## src/rtl/grf_wport_arbiter.sv

```systemverilog
// Register-file write-port arbiter: pipeline writeback has priority over the MDU result path,
// with a starvation counter that requests a pipeline bubble and a busy scoreboard for MDU results.
module grf_wport_arbiter #(
    parameter int MAX_WAIT = 4,
    parameter int CNT_W    = 3
) (
    input  logic        clk,
    input  logic        reset,
    input  logic        wb_valid,
    input  logic [4:0]  wb_addr,
    input  logic [31:0] wb_data,
    input  logic [31:0] wb_pc,
    input  logic        mdu_valid,
    output logic        mdu_ready,
    input  logic [4:0]  mdu_addr,
    input  logic [31:0] mdu_data,
    input  logic [31:0] mdu_pc,
    input  logic        issue_valid,
    input  logic [4:0]  issue_addr,
    output logic        stall_req,
    output logic [31:0] busy,
    output logic        grf_we,
    output logic [4:0]  grf_a3,
    output logic [31:0] grf_wd,
    output logic [31:0] grf_pc
);

    localparam logic [CNT_W-1:0] WAIT_TC = CNT_W'(MAX_WAIT);

    logic             wb_eff;
    logic [CNT_W-1:0] wait_cnt;
    logic [31:0]      busy_nxt;

    // A pipeline write to $0 is a no-op and must not steal the slot from the MDU.
    assign wb_eff    = wb_valid && (wb_addr != 5'd0);
    assign mdu_ready = mdu_valid && !wb_eff;
    assign stall_req = (wait_cnt == WAIT_TC);

    // Set after clear so a fresh issue to the register being retired stays pending.
    always_comb begin
        busy_nxt = busy;
        if (mdu_ready && (mdu_addr != 5'd0))
            busy_nxt[mdu_addr] = 1'b0;
        if (issue_valid && (issue_addr != 5'd0))
            busy_nxt[issue_addr] = 1'b1;
        busy_nxt[0] = 1'b0;
    end

    always_ff @(posedge clk) begin
        if (reset) begin
            grf_we   <= 1'b0;
            grf_a3   <= 5'd0;
            grf_wd   <= 32'd0;
            grf_pc   <= 32'd0;
            busy     <= 32'd0;
            wait_cnt <= '0;
        end else begin
            if (wb_eff) begin
                grf_we <= 1'b1;
                grf_a3 <= wb_addr;
                grf_wd <= wb_data;
                grf_pc <= wb_pc;
            end else if (mdu_valid && (mdu_addr != 5'd0)) begin
                grf_we <= 1'b1;
                grf_a3 <= mdu_addr;
                grf_wd <= mdu_data;
                grf_pc <= mdu_pc;
            end else begin
                grf_we <= 1'b0;
            end

            if (mdu_valid && !mdu_ready) begin
                if (wait_cnt != WAIT_TC)
                    wait_cnt <= wait_cnt + CNT_W'(1);
            end else begin
                wait_cnt <= '0;
            end

            busy <= busy_nxt;
        end
    end

endmodule

```

## config.mk

```make
export PLATFORM = sky130hd
export DESIGN_NAME = grf_wport_arbiter
export DESIGN_NICKNAME = d
export VERILOG_FILES = /design/src/rtl/grf_wport_arbiter.sv
export SDC_FILE = /design/constraint.sdc
export NUM_CORES = 1
export LEC_CHECK = 0
export CELL_PAD_IN_SITES_DETAIL_PLACEMENT = 0
export CELL_PAD_IN_SITES_GLOBAL_PLACEMENT = 1
export CORE_ASPECT_RATIO = 1.4
export CORE_MARGIN = 1
export CORE_UTILIZATION = 29
export DETAILED_ROUTE_END_ITERATION = 8
export PLACE_DENSITY = 0.86
export SLEW_MARGIN = 20
export SYNTH_ARGS = -nofsm -noshare
export SYNTH_HDL_FRONTEND = slang
export SYNTH_SLANG_ARGS = --single-unit
```

## constraint.sdc

```tcl
create_clock -name clk -period 4.1 [get_ports clk]
set_clock_uncertainty 0.05 [all_clocks]
set_input_delay 1.23 -clock clk [delete_from_list [all_inputs] [get_ports clk]]
set_output_delay 1.23 -clock clk [all_outputs]
set_load 0.01 [all_outputs]
```

# Word-level counts from Yosys, hierarchy flattened
# Index checks and enable logic that the tools add are counted.
word_totals:
  register_bits: 105
  output_inout_bits: 104
  mem_bits_rw: 0
  elab_cells: 47
  latchBits: 0
  romBits: 0
  n_memories: 0
  input_bits: 148
classes:
  n_reduce_logical: 15
  bitwise_logic: 4
  div: 0
  n_addsub: 1
  n_mux: 14
  n_lt_le_gt_ge: 4
  eq_ne: 2
  mul: 0
  shift: 0
op_table:
  columns: ["op", "count"]
  rows:
  - ["32-bit two-way mux", 6]
  - ["32-bit bitwise AND", 1]
  - ["32-bit NOT", 1]
  - ["32-bit OR", 1]
  - ["5-bit nonzero test", 3]
  - ["5-bit by 6-bit less-than comparator with 1-bit output, second input constant", 2]
  - ["1-bit demux with 5-bit select", 2]
  - ["5-bit by 1-bit greater-or-equal comparator with 1-bit output, second input constant", 2]
  - ["5-bit two-way mux", 2]
  - ["1-bit logical AND", 8]
  - ["1-bit two-way mux", 4]
  - ["3-bit by 1-bit adder with 3-bit output, second input constant", 1]
  - ["3-bit equality test, second input constant", 1]
  - ["3-bit != test, second input constant", 1]
  - ["1-bit zero test", 2]
  - ["2-bit nonzero test", 1]
  - ["2-bit OR reduction", 1]
  - ["1-bit NOT", 1]

# Depth between registers and ports, before layout
depth:
  depth_word: 9
  ltp_mapped: 7
  depth_no_buf: 6

# Worst setup path after synthesis
# OpenSTA, ideal clock, no wires.
synth_path:
  path_type: "input to output"
  start: "input port wb_addr[1]"
  end: "output port mdu_ready"
  stages: 4
  t_arrival_ns: 2.517
  setup_slack_ns: 0.303
  required_time_ns: 2.820
  path_buffers: 1
  cell_sequence: "or4_1 o21ai_2 clkbuf_1 and2_1"
synth_between:
  elab_chain_cells: 4
synth_rtl:
  columns: ["element", "line_no", "source"]
  rows:
  - ["from (decl)", "10", "input logic [4:0] wb_addr,"]
  - ["5-bit nonzero test", "35", "assign wb_eff = wb_valid && (wb_addr != 5'd0);"]
  - ["1-bit logical AND", "35", null]
  - ["1-bit zero test", "36", "assign mdu_ready = mdu_valid && !wb_eff;"]
  - ["1-bit logical AND", "36", null]
  - ["to (decl)", "14", "output logic mdu_ready,"]
# Every way passes these cells.

# Final worst setup path
# Same ends and word-level chain as after synthesis.

==> results.md <==
* Worst-Margin Slew at a little over 800 ps
* Async SR Flop Fraction at 0%
* Adder-Cell Fraction of Synth Area at less than 1%
* Worst-Skew Late Latency at roughly 350 ps
* Main combinational cell family by area after synthesis: compound AO/OA/AOI/OAI gates
* Critical Path Sink: mdu_ready
* H-tree Lvls at 3
* Met1 track demand over resource at around a fifth
* Die Wd at between 100 and 150 um
* Via count at between 5,000 and 6,000
* FF+latch count, synth at between 100 and 150
* CTS Root Cell: clkbuf_16
* Initial antenna violation count at 0
* Setup CP Type: in -> out
* Critical R2R Capture: wait_cnt[1]$_SDFFE_PP0N_
* Seq/Total Area, Yosys at between 30% and 40%
* Final setup viols at 0
* Max Freq at around 250 MHz
* Die height at 161 um
* Drt pass-1 iters at 4
* Layout Cells excl Fill at ~1,000
* Longest Clk Path Bufs at 2
* RSZ-0062 raised after global routing: false
* Compound-cell area share of the yosys netlist at between 30 and 40%
* CP required at between 2000 and 3000 ps
* Dominant synthesized flop cell: dfxtp_1
* Most frequent cells in the layout: 247 x clkdlybuf4s50_1, 105 x nand2_1, 104 x dfxtp_1, 80 x nor2_1
* Post-DRT Antenna Nets at 0
* Worst rel slew slack at a little under half
* Critical path startpoint: wb_addr[1]
* Final-report hold violation count at 0
* Post-CTS setup repair buffer count at 0
* CP Data Arrival Time at approximately 2800 ps
* Pwr Density at roughly 320 nW/um^2
* Total track usage at a little under a fifth
* TritonCTS Buffers at 9
* R2r setup slk at between 2000 and 3000 ps
* Xor/xnor share of the synthesized area at 0.168%
* Ports at between 200 and 300
* Crit path time final at between 4000 and 5000 ps
* Synth unique cells at 36
* PortBufs at 250
* Cells after synthesis at about 580
* Post-CTS resize count at 3
* WL final at around 17,000 um
* Reg2reg start: wait_cnt[0]$_SDFFE_PP0N_
* Tcrit/Tclk final at a little over nine tenths
* Max-cap violation count at 0
* Layer with the highest usage: met2
* Clock transition at path regs at 80 ps
* Critical path fanouts, max at 2
* Drt initial violations at about 270
* Die area at about 19,000 um^2
* CP Launch Type: input port
* Post-synthesis simple-gate area fraction at between 10% and 20%
* Met3 usage at 4.34%
* Critical path's slowest cell: or4_4
* Tot Pwr at roughly 2.7 mW
* Top delay family on crit path: simple AND/OR/NAND/NOR gates
* NumNets Final at between 900 and 1,000
* Ys Warns at 0
* GR Layer Usage met2 at between 30% and 40%
* Via-per-instance ratio at just under 5
* Initial core utilization at about 30%
* HP Start: busy[11]$_SDFF_PP0_
* CTS tree: yes
* Routability cong. at around 0.8
* Result of the run: complete, no violations
* Cts hold-fix bufs at 0
* Global-route wire length before repair at roughly 27,000 um
* Post-Syn Area at around 5200 um^2
* Reg2Reg Depth at 6
* Mean Syn Cell Area at 8.95 um^2
* Mux contribution to synthesized area at 0%
* DRC at 0
* Static Leak at between 2 and 3 nW
* EDFF count, synth at 0
* Commonest non-fill, non-tap cell in the layout: clkdlybuf4s50_1
* Largest net degree at the start of global routing at 71
* Rows at 57
* Core area at between 15,000 and 20,000 um^2
* Global route overflow at 0
* Share of cells above drive strength 1 at 21.4%
* Max Slew Vio Count at 0
* Endpoint class of the critical path: output pin
* Diodes inserted at 0
* WP buf/inv at 2
* CTS sink count at ~100
* Crit-path cells: clkdlybuf4s50_1 -> or4_4 -> o21ai_4 -> and2_1 -> clkdlybuf4s15_1
* VDD IR-drop max at around 0.00016 V
* Critical path depth at 5
* Min-delay worst type: reg -> reg
* Half-perimeter wire length after placement at roughly 12,000 um
* Area grow syn2layout at 57.5%
* Syn_nets at ~730
* Inst Count DP at a little over 1,000
* Vias in the first global route at just over 5,000
* Slowest stage delay, CP at 570 ps
* Routed wire per std cell at 16.4 um
## how the worst min path moves through the flow
stage / slack [ps] / to / cells past startpoint
6_report: 420 / busy[11]$_SDFF_PP0_ / 2
5_1_grt: 450 / busy[21]$_SDFF_PP0_ / 2
4_1_cts: 420 / busy[11]$_SDFF_PP0_ / 2
3_5_place_dp: 410 / busy[11]$_SDFF_PP0_ / 2
3_3_place_gp: 410 / busy[5]$_SDFF_PP0_ / 2
2_1_floorplan: 400 / wait_cnt[1]$_SDFFE_PP0N_ / 2
## report_power, final
| group | internal [mW] | total [mW] | switching [mW] |
|---|---|---|---|
| sequential | 1.07 | 1.10 | 0.0374 |
| clock | 0.545 | 0.966 | 0.421 |
| combinational | 0.323 | 0.597 | 0.274 |
| total | 1.94 | 2.67 | 0.732 |
## cell families after synthesis
group / Yosys count
xor+xnor: 1
flops: 104
buf+inv: 58
simple gates: 216
compound gates: 202
fa+ha+maj: 2
other cells: 1
## state kept, by name, summed over array words and instances (netlist names)
signal and cells:
grf_we 1, grf_pc 32, busy 31, wait_cnt 3
grf_wd 32, grf_a3 5
## area by class of cell
type,instances,area [um^2]
Fill cell,1704,9240
Clock buffer,9,225
Tap cell,236,295
Timing Repair Buffer,267,2690
Inverter,3,11.3
Sequential cell,104,2080
Clock inverter,7,103
Multi-Input combinational cell,422,2820
## stage by stage
stage	instance area, um^2	TNS, ps	utilization, %	setup slack (ps)	hold slack (ps)
after floorplan	5230	0	-	303	399
after global placement	7900	-349	45.2	-349	407
after detailed placement	7900	-332	45.2	-332	411
after CTS	8230	0	47.1	18.1	422
after global routing	8230	0	47.1	21.5	452
final	8230	0	47.1	66.1	417
## synth_stat cells, types with 2 or more instances
cell type | count | area, um^2
nand2_1 | 105 | 394
dfxtp_1 | 104 | 2080
nor2_1 | 80 | 300
a211oi_2 | 64 | 801
a21oi_2 | 64 | 561
a21oi_1 | 34 | 170
o31ai_1 | 28 | 210
clkbuf_1 | 27 | 101
buf_6 | 14 | 158
buf_1 | 6 | 22.5
nand3_1 | 6 | 30.0
buf_2 | 5 | 25.0
nor2b_1 | 5 | 31.3
nor3_1 | 4 | 20.0
nor3_2 | 4 | 40.0
buf_4 | 3 | 22.5
inv_1 | 3 | 11.3
nand2b_1 | 3 | 18.8
o21ai_1 | 3 | 15.0
a221oi_1 | 2 | 17.5
a221oi_2 | 2 | 30.0
and2_1 | 2 | 12.5
ha_1 | 2 | 25.0
nand4_1 | 2 | 12.5
## worst min-delay path: stages (launching register included)
cell	delay, ps
dfxtp_1	310
o31ai_1	60
a21oi_1	60
## metal layers
layer  wire length (um)  up-vias  share of wire, %
met5                  0        -                 0
met4                450        0               2.6
met3                918       28               5.3
li1                   -     2487                 -
met2               9120      171                53
met1               6680     2397                39
Note: power is estimated with default switching activity, not from simulation.
